===== src/rtl/bcs_serial_cmp_ctrl.sv =====
// Bit-serial compare controller driving one external 1-bit comparator slice.
// Optional macro BCS_CMP_SIGNED_EN selects two's-complement compare.
module bcs_serial_cmp_ctrl #(
    parameter int WIDTH = 8,
    localparam int CNT_W = (WIDTH > 1) ? $clog2(WIDTH) : 1
) (
    input  logic             clk,
    input  logic             rst_n,
    input  logic             in_valid,
    output logic             in_ready,
    input  logic [WIDTH-1:0] op_a,
    input  logic [WIDTH-1:0] op_b,
    output logic             slice_a,
    output logic             slice_b,
    output logic             slice_e,
    output logic             slice_g,
    input  logic             slice_e_in,
    input  logic             slice_g_in,
    output logic             out_valid,
    input  logic             out_ready,
    output logic             res_eq,
    output logic             res_gt,
    output logic             res_lt,
    output logic             slice_err
);

    localparam logic [1:0] IDLE = 2'd0;
    localparam logic [1:0] RUN  = 2'd1;
    localparam logic [1:0] DONE = 2'd2;

    logic [1:0]       state;
    logic [WIDTH-1:0] a_sh;
    logic [WIDTH-1:0] b_sh;
    logic             e_acc;
    logic             g_acc;
    logic [CNT_W-1:0] cnt;
    logic             run;
    logic             done;
    logic             last;

    assign run  = (state == RUN);
    assign done = (state == DONE);
    assign last = (cnt == CNT_W'(WIDTH - 1));

    // Control: accept operands, run WIDTH slice cycles, hold result until taken
    always_ff @(posedge clk or negedge rst_n) begin
        if (!rst_n) begin
            state <= IDLE;
        end else begin
            case (state)
                IDLE:    if (in_valid) state <= RUN;
                RUN:     if (last) state <= DONE;
                DONE:    if (out_ready) state <= IDLE;
                default: state <= IDLE;
            endcase
        end
    end

    // Datapath: operand shifters, cascade accumulators and bit counter
    always_ff @(posedge clk or negedge rst_n) begin
        if (!rst_n) begin
            a_sh  <= '0;
            b_sh  <= '0;
            e_acc <= 1'b1;
            g_acc <= 1'b0;
            cnt   <= '0;
        end else if (state == IDLE && in_valid) begin
            a_sh  <= op_a;
            b_sh  <= op_b;
            e_acc <= 1'b1;
            g_acc <= 1'b0;
            cnt   <= '0;
        end else if (run) begin
            a_sh  <= a_sh >> 1;
            b_sh  <= b_sh >> 1;
            e_acc <= slice_e_in;
            g_acc <= slice_g_in;
            cnt   <= cnt + CNT_W'(1);
        end
    end

    // Sticky flag for an impossible slice answer (equal and greater together)
    always_ff @(posedge clk or negedge rst_n) begin
        if (!rst_n) begin
            slice_err <= 1'b0;
        end else if (run && slice_e_in && slice_g_in) begin
            slice_err <= 1'b1;
        end
    end

    // Slice drive: quiet outside RUN; sign bits swapped on the MSB when signed
    always_comb begin
        slice_a = 1'b0;
        slice_b = 1'b0;
        slice_e = 1'b0;
        slice_g = 1'b0;
        if (run) begin
`ifdef BCS_CMP_SIGNED_EN
            slice_a = last ? b_sh[0] : a_sh[0];
            slice_b = last ? a_sh[0] : b_sh[0];
`else
            slice_a = a_sh[0];
            slice_b = b_sh[0];
`endif
            slice_e = e_acc;
            slice_g = g_acc;
        end
    end

    assign in_ready  = (state == IDLE);
    assign out_valid = done;
    assign res_eq    = done & e_acc;
    assign res_gt    = done & g_acc;
    assign res_lt    = done & ~e_acc & ~g_acc;

endmodule


===== config.mk =====
export PLATFORM = sky130hd
export DESIGN_NAME = bcs_serial_cmp_ctrl
export DESIGN_NICKNAME = d
export VERILOG_FILES = /design/src/rtl/bcs_serial_cmp_ctrl.sv
export SDC_FILE = /design/constraint.sdc
export NUM_CORES = 1
export LEC_CHECK = 0
export CAP_MARGIN = 40
export CORE_UTILIZATION = 46
export CTS_BUF_LIST = sky130_fd_sc_hd__clkbuf_8 sky130_fd_sc_hd__clkbuf_16
export DETAILED_ROUTE_END_ITERATION = 7
export PLACE_DENSITY = 0.75
export SETUP_SLACK_MARGIN = 0.1
export SLEW_MARGIN = 20
export SYNTH_ARGS = -nofsm -noshare
export SYNTH_HDL_FRONTEND = slang
export SYNTH_SLANG_ARGS = --single-unit

===== constraint.sdc =====
create_clock -name clk -period 1.4 [get_ports clk]
set_input_delay 0.28 -clock clk [delete_from_list [all_inputs] [get_ports clk]]
set_output_delay 0.28 -clock clk [all_outputs]
set_load 0.02 [all_outputs]

Word-level counts from Yosys, hierarchy flattened:

Index checks and enable logic that the tools add are counted.

* register bits after elaboration: 24
* word-level logic and storage cells: 44
* output and inout bits: 10
* bits of input ports: 22

* reductions and logical operators: 6
* multiplexer cells: 18
* bitwise operators: 6
* add/sub/neg operators: 1
* equality and inequality tests: 6

Operator list (count)
* 2-to-1 mux 8 bit: 4
* 2-to-1 mux 1 bit: 8
* 2-to-1 mux 2 bit: 3
* 2-to-1 mux 3 bit: 2
* one-hot mux 2 bit (3 select lines): 1
* AND 1 bit: 4
* != test 2 bit, second input constant: 2
* adder 3 x 1 -> 3 bit, second input constant: 1
* == test 3 bit, second input constant: 1
* logical AND 1 bit: 3
* AND reduction 3 bit: 1
* == test 2 x 1 -> 1 bit, second input constant: 1
* == test 2 bit, second input constant: 1
* zero test 2 bit: 1
* != test 2 x 1 -> 1 bit, second input constant: 1
* inverter 1 bit: 2
* nonzero test 2 bit: 1

Depth between registers and ports, before layout:

Gate-level depths: netlist of the first run.

* word-level depth: 3
* gate-level depth with buffers: 5
* mapped depth without buffers: 4

Least setup slack after synthesis of the first run:

Ideal clock, no wire load.

* path type: reg-to-output
* from: register state[0]
* to: output port res_lt
* data arrival time: 1172 ps
* path buffers: 1
* required time: 1120 ps
* cell stages (with the launch flop): 5
* slack: -52 ps
* path through: dfrtp_1 buf_2 inv_1 nand2_1 nor3_1

* cells in the longest elaborated chain, start to end: 3

RTL lines
* from (decl): line 31 `logic [1:0] state;`
* from (signal assigned): line 48 `state <= IDLE;`
* from (signal assigned): line 51 `IDLE: if (in_valid) state <= RUN;`
* from (signal assigned): line 52 `RUN: if (last) state <= DONE;`
* == test 2 bit: line 42 `assign done = (state == DONE);`
* AND 1 bit (2 in series): line 114 `assign res_lt = done & ~e_acc & ~g_acc;`
* to (decl): line 23 `output logic res_lt,`

Every way passes these cells.

Worst setup path in the final report of the first run:

* from: register state[1]
* to: output port slice_a

* cells in the longest elaborated chain, start to end: 2

RTL lines
* == test 2 x 1 -> 1 bit: line 41 `assign run = (state == RUN);`
* 2-to-1 mux 1 bit: line 97 `if (run) begin`
* to (decl): line 13 `output logic slice_a,`

Every way passes these cells.

==> results_dict.tcl, run 1 <==
set metrics [dict create \
    status "finished, violations left" \
    violations "setup timing" \
    fin_crit_ns 1.49 \
    first_pass_iters 4 \
    max_cap_viol_count 0 \
    placed_area_mm2 0.00154 \
    worst_ep_arrival_time_ns 1.21 \
    synth.cell_area_mm2 0.00114 \
    synth_flop_cell "dfrtp_1" \
    cts_num_sinks 24 \
    fmax_ghz 0.670 \
    critPathLaunchType "flip-flop" \
    core_mm2 0.00228 \
    drv_slew 0 \
    synth_edf_count 0 \
    syn_inst 109 \
    cp.required_ns 1.12 \
    route.detailed.wl_per_inst_um 16.7 \
    synthArstFlopShare 1.00 \
    diodes 0 \
    synth_area_per_cell_um2 10.4 \
    cts_tree "built" \
    fin_skew_ns 0.00595 \
    root_buffer "clkbuf_8" \
    fin_crit_sh 1.07 \
    ys_top_cells_by_area "dfrtp_1, o22ai_1, a21oi_1, buf_4, dfstp_2" \
    dieArea_mm2 0.00268 \
    cts_hold_buf 0 \
    final_antenna_net_count 0 \
    die_y_um 51.8 \
    drcViolationCount 0 \
    synth_top_cell_by_area "dfrtp_1" \
    num_vias 1048 \
    synth.top_cell.area_share 0.505 \
    grt_setup_unrepaired "true" \
    gp_congestion 0.765 \
    area_growth_pct 46.2 \
    start_util 0.500 \
    setup_violations 7 \
    antenna_found_initial 0 \
    grt_use_total 0.253 \
    cts_max_path_buffers 2 \
    fillers 166 \
    dp_hpwl_um 1990 \
    grt_pass1_wl_um 4820 \
    grt_overflow 0 \
    hold_viol_final 0 \
    setup_ws_ns -0.0930 \
    ys_ff_latch 24 \
    syn_nets 133 \
    final_cell_area_mm2 0.00166 \
    num_io_pins 32 \
    peakVddDrop_mv 1.31 \
    first_iter_violations 26 \
    fin_nets 176 \
    ys_warn_count 0 \
    stdcell_count 179 \
    rows 17 \
    setup_tns_ns -0.480 \
    slew_headroom 0.791 \
    startpoint "state[1]" \
    via_per_inst 5.85 \
    synth.yosys.seq_area_share 0.529 \
    grt_max_degree 25 \
    die_width_um 51.8 \
    total_power_mw 3.58 \
    numCtsBuffers 3 \
    crit_fanout 8 \
    tightestPinTransition_ns 0.313 \
    power.density_mw_per_mm2 2150 \
    hold_path.class "in -> async" \
    yosysUniqueCellTypes 28 \
    drive_gt1_frac 0.298 \
    placed_cells 174 \
    first_global_vias 1034 \
    finish.utilization 0.731 \
    path_clk_slew_ns 0.09 \
    end_kind "output pin" \
    reg2reg_from "state[0]" \
    critical_path_class "reg -> out" \
    port_buffers 31 \
    drt_wl_total_um 3000 \
    p_leak_nw 0.735 \
    htree_levels 1 \
    clk_latency_ns 0.28 \
]
path summary, 6_finish.rpt:
path | slack [ns] | cells past startpoint | endpoint
max | -0.09 | 3 | slice_a
min reg2reg | 0.47 | 1 | slice_err
max reg2reg | 0.13 | 4 | a_sh[1]
min in group clk | 0.47 | 1 | slice_err
min | 0.37 | 2 | b_sh[4]
max in group asynchronous | 0.75 | 2 | e_acc
cells by family (layout without fill, tap and decap cells):
family / count (synthesis) / after routing / synth area share
buffers and inverters: 11 / 53 / 0.0593
DFF: 24 / 24 / 0.529
AOI/OAI and AO/OA: 51 / 51 / 0.279
and+or+nand+nor: 21 / 21 / 0.111
adders and majority gates: 2 / 2 / 0.0220
metrics by stage:
step | setup slack [ns] | hold slack [ns]
after floorplan | 0.113 | -0.0156
after global placement | -0.225 | 0.456
after detailed placement | -0.270 | 0.460
after CTS | -0.116 | 0.371
after global routing | -0.138 | 0.409
final | -0.0930 | 0.365
power breakdown:
| part | internal, mW | switching (mW) | total, mW |
|---|---|---|---|
| Combinational | 0.905 | 0.801 | 1.71 |
| Sequential | 1.01 | 0.249 | 1.26 |
| Clock | 0.383 | 0.229 | 0.612 |
| Total | 2.30 | 1.28 | 3.58 |
state kept, by name, indices dropped and copies added, names as in the netlist:
signal	count
e_acc	1
a_sh	8
slice_err	1
b_sh	8
cnt	3
g_acc	1
state	2
cell usage in the layout, fill, tap and decap left out, types with 2 or more instances in the layout:
master	Yosys	layout
o21ai_0	5	5
nor2_2	2	3
and3_1	2	2
a21oi_1	13	13
and2_4	0	4
clkbuf_8	0	3
dfrtp_2	0	2
buf_4	4	15
clkdlybuf4s50_1	0	20
nand2b_1	2	2
dfrtp_1	23	21
o22ai_1	24	24
a22o_1	3	3
a2bb2oi_1	2	2
buf_6	1	6
nand2_1	4	4
ha_1	2	2
routing by layer:
metal | vias up | wire (um) | track usage
li1 | 501 | - | -
met1 | 503 | 1300 | 0.347
met2 | 36 | 1480 | 0.398
met3 | 8 | 149 | 0.0292
met4 | 0 | 65 | 0.122
met5 | - | 0 | 0
timing repair:
item	4_1_cts	5_1_grt
setup buffers	0	0
setup endpoints to repair	11	10
resized for setup	53	9
pin swaps	3	2
cloned	0	1
area by class of cell:
class,count,area [um2],area share
clock buffers,3,41.3,0.0248
clock inverters,1,30.0,0.0180
inverters,3,13.8,0.00827
multi-input cells,74,487,0.292
flip-flops and latches,24,604,0.363
well taps,28,35.0,0.0211
repair buffers,46,453,0.272
synthesized netlist by cell type, types with 2 or more instances:
library cell,count
o22ai_1,24
dfrtp_1,23
a21oi_1,13
o21ai_0,5
and2_1,4
buf_4,4
nand2_1,4
a22o_1,3
buf_2,3
a2bb2oi_1,2
and3_1,2
ha_1,2
inv_1,2
nand2b_1,2
nor2_1,2
nor2_2,2
critical path, stage by stage, from the launching register on:
cell and delay [ns]:
dfrtp_2 0.48, nor2b_4 0.19, and2_4 0.17, buf_6 0.11
Power figures use the tool's default switching activity.
==> inputs of run 2 (changes only) <==
PLACE_DENSITY = 0.78   (was 0.75)
==> run 2 against run 1 <==
  * The run still ends with setup timing left
  * Final area increased by 11%
  * Worst hold slack lost 0.011 ns
  * Final cell count rose by 2.2%
  * Critical path depth is the same
  * Clock power is 0.7% higher
  * Register-to-register slack worse by 0.14 ns
  * Die area did not move
  * Global-route usage up 0.16 points
  * Clock skew is 0.0016 ns higher
  * Total power is 10% higher
  * Critical endpoint unchanged
==> results_dict.tcl, run 2 (same netlist as run 1, synthesis figures left out) <==
set metrics [dict create \
    via_per_inst 6.10 \
    crit_fanout 5 \
    rrSetupSlack_ns -0.01 \
    drt_wl_total_um 3220 \
    critPathLaunchType "flip-flop" \
    placed_cells 176 \
    cts_hold_buf 0 \
    stdcell_count 183 \
    fin_crit_ns 1.50 \
    use_met1 0.321 \
    antenna_found_initial 0 \
    dieArea_mm2 0.00268 \
    num_io_pins 32 \
    fillers 132 \
    num_vias 1117 \
    start_util 0.500 \
    route.detailed.wl_per_inst_um 17.6 \
    drive_gt1_frac 0.452 \
    placed_area_mm2 0.00155 \
    path_clk_slew_ns 0.09 \
    drv_slew 0 \
    final_common_cell "dfrtp_1" \
    die_y_um 51.8 \
    max_cap_viol_count 0 \
    met2_usage 0.437 \
    violations "setup timing" \
    diodes 0 \
    final_antenna_net_count 0 \
    pre_cts_slack_ns -0.233 \
    cts_tree "built" \
    first_iter_violations 35 \
    hold_viol_final 0 \
    power.density_mw_per_mm2 2140 \
    p_leak_nw 0.788 \
    die_width_um 51.8 \
    tightestPinTransition_ns 0.329 \
    htree_levels 1 \
    first_global_vias 1067 \
    status "finished, violations left" \
    port_buffers 31 \
    use_met3 0.0439 \
    drcViolationCount 0 \
    fin_nets 180 \
    rows 17 \
    worst_ep_arrival_time_ns 1.22 \
    top_regs "a_sh: 8 flops, b_sh: 8 flops, cnt: 3 flops" \
    first_pass_iters 4 \
    peakVddDrop_mv 1.60 \
    root_buffer "clkbuf_8" \
    clk_latency_ns 0.27 \
    slew_headroom 0.781 \
    grt_setup_unrepaired "true" \
    area_growth_pct 62.1 \
    core_mm2 0.00228 \
    grt_overflow 0 \
    cts_num_sinks 24 \
    hold_path.class "in -> async" \
    fin_skew_ns 0.00753 \
    numCtsBuffers 3 \
    critical_path_class "reg -> out" \
    cp.required_ns 1.12 \
    grt_pass1_wl_um 4910 \
    end_kind "output pin" \
    grt_busiest_layer "met2" \
    dp_hpwl_um 1940 \
    final_cell_area_mm2 0.00185 \
    fin_crit_sh 1.07 \
    setup_violations 8 \
    hold_ws_ns 0.354 \
    setup_ws_ns -0.0982 \
    grt_use_total 0.255 \
    grt_max_degree 25 \
    cts_max_path_buffers 2 \
    final_cell_mix "dfrtp_1, clkdlybuf4s50_1, o22ai_2, buf_6, buf_4" \
    fmax_ghz 0.667 \
    gp_congestion 0.785 \
]
[run 2: changes by cell type in the layout (fill, tap and decap cells not counted), sizes merged]
cell	previous run	this run
buf	22	28
clkbuf	4	3
clkdlybuf4s15	1	0
[run 2: layout make-up]
| cell class | instances | area, um2 | area share |
|---|---|---|---|
| timing repair buffer | 50 | 484 | 0.262 |
| tap | 28 | 35.0 | 0.0190 |
| clock inverter | 1 | 30.0 | 0.0163 |
| multi-input combinational | 74 | 641 | 0.347 |
| sequential | 24 | 603 | 0.327 |
| clock buffer | 3 | 41.3 | 0.0224 |
| inverter | 3 | 11.3 | 0.00610 |
[run 2: worst max-delay path: stages, from the launching register on]
cell,delay [ns]
dfrtp_1,0.44
nor2b_4,0.23
and2_1,0.16
buf_6,0.12
[run 2: routing by layer]
metal  vias up  share of wire
met2        48           0.52
met5         -              0
met1       554           0.42
met3        10          0.044
li1        505              -
met4         0          0.021
[run 2: metrics by stage]
step                power (mW)  TNS, ns  utilization
global placement          2.75    -2.51        0.682
detailed placement        2.82    -3.15        0.682
finish                    3.94   -0.471        0.811
CTS                       3.67   -0.190        0.767
floorplan                 2.22        0            -
global route              4.15    -1.04        0.811
[run 2: repair_timing]
| action | CTS | global route |
|---|---|---|
| buffers inserted | 1 | 1 |
| resized for setup | 77 | 18 |
| cloned | 1 | 0 |
| pin swaps | 3 | 1 |
| endpoints found under the setup margin | 21 | 31 |
[run 2: final timing paths]
check | start | depth (start not counted) | endpoint
max in group asynchronous | rst_n | 2 | e_acc
max | state[0] | 3 | slice_a
min in group clk | slice_err | 1 | slice_err
min reg2reg | slice_err | 1 | slice_err
min | rst_n | 2 | b_sh[5]
max reg2reg | state[1] | 6 | b_sh[4]
[run 2: power by group]
part	total, mW	leakage, nW	switching (mW)	internal [mW]
Clock	0.616	0.0357	0.233	0.383
Sequential	1.33	0.280	0.317	1.01
Combinational	2.00	0.472	0.927	1.07
Total	3.94	0.788	1.48	2.46
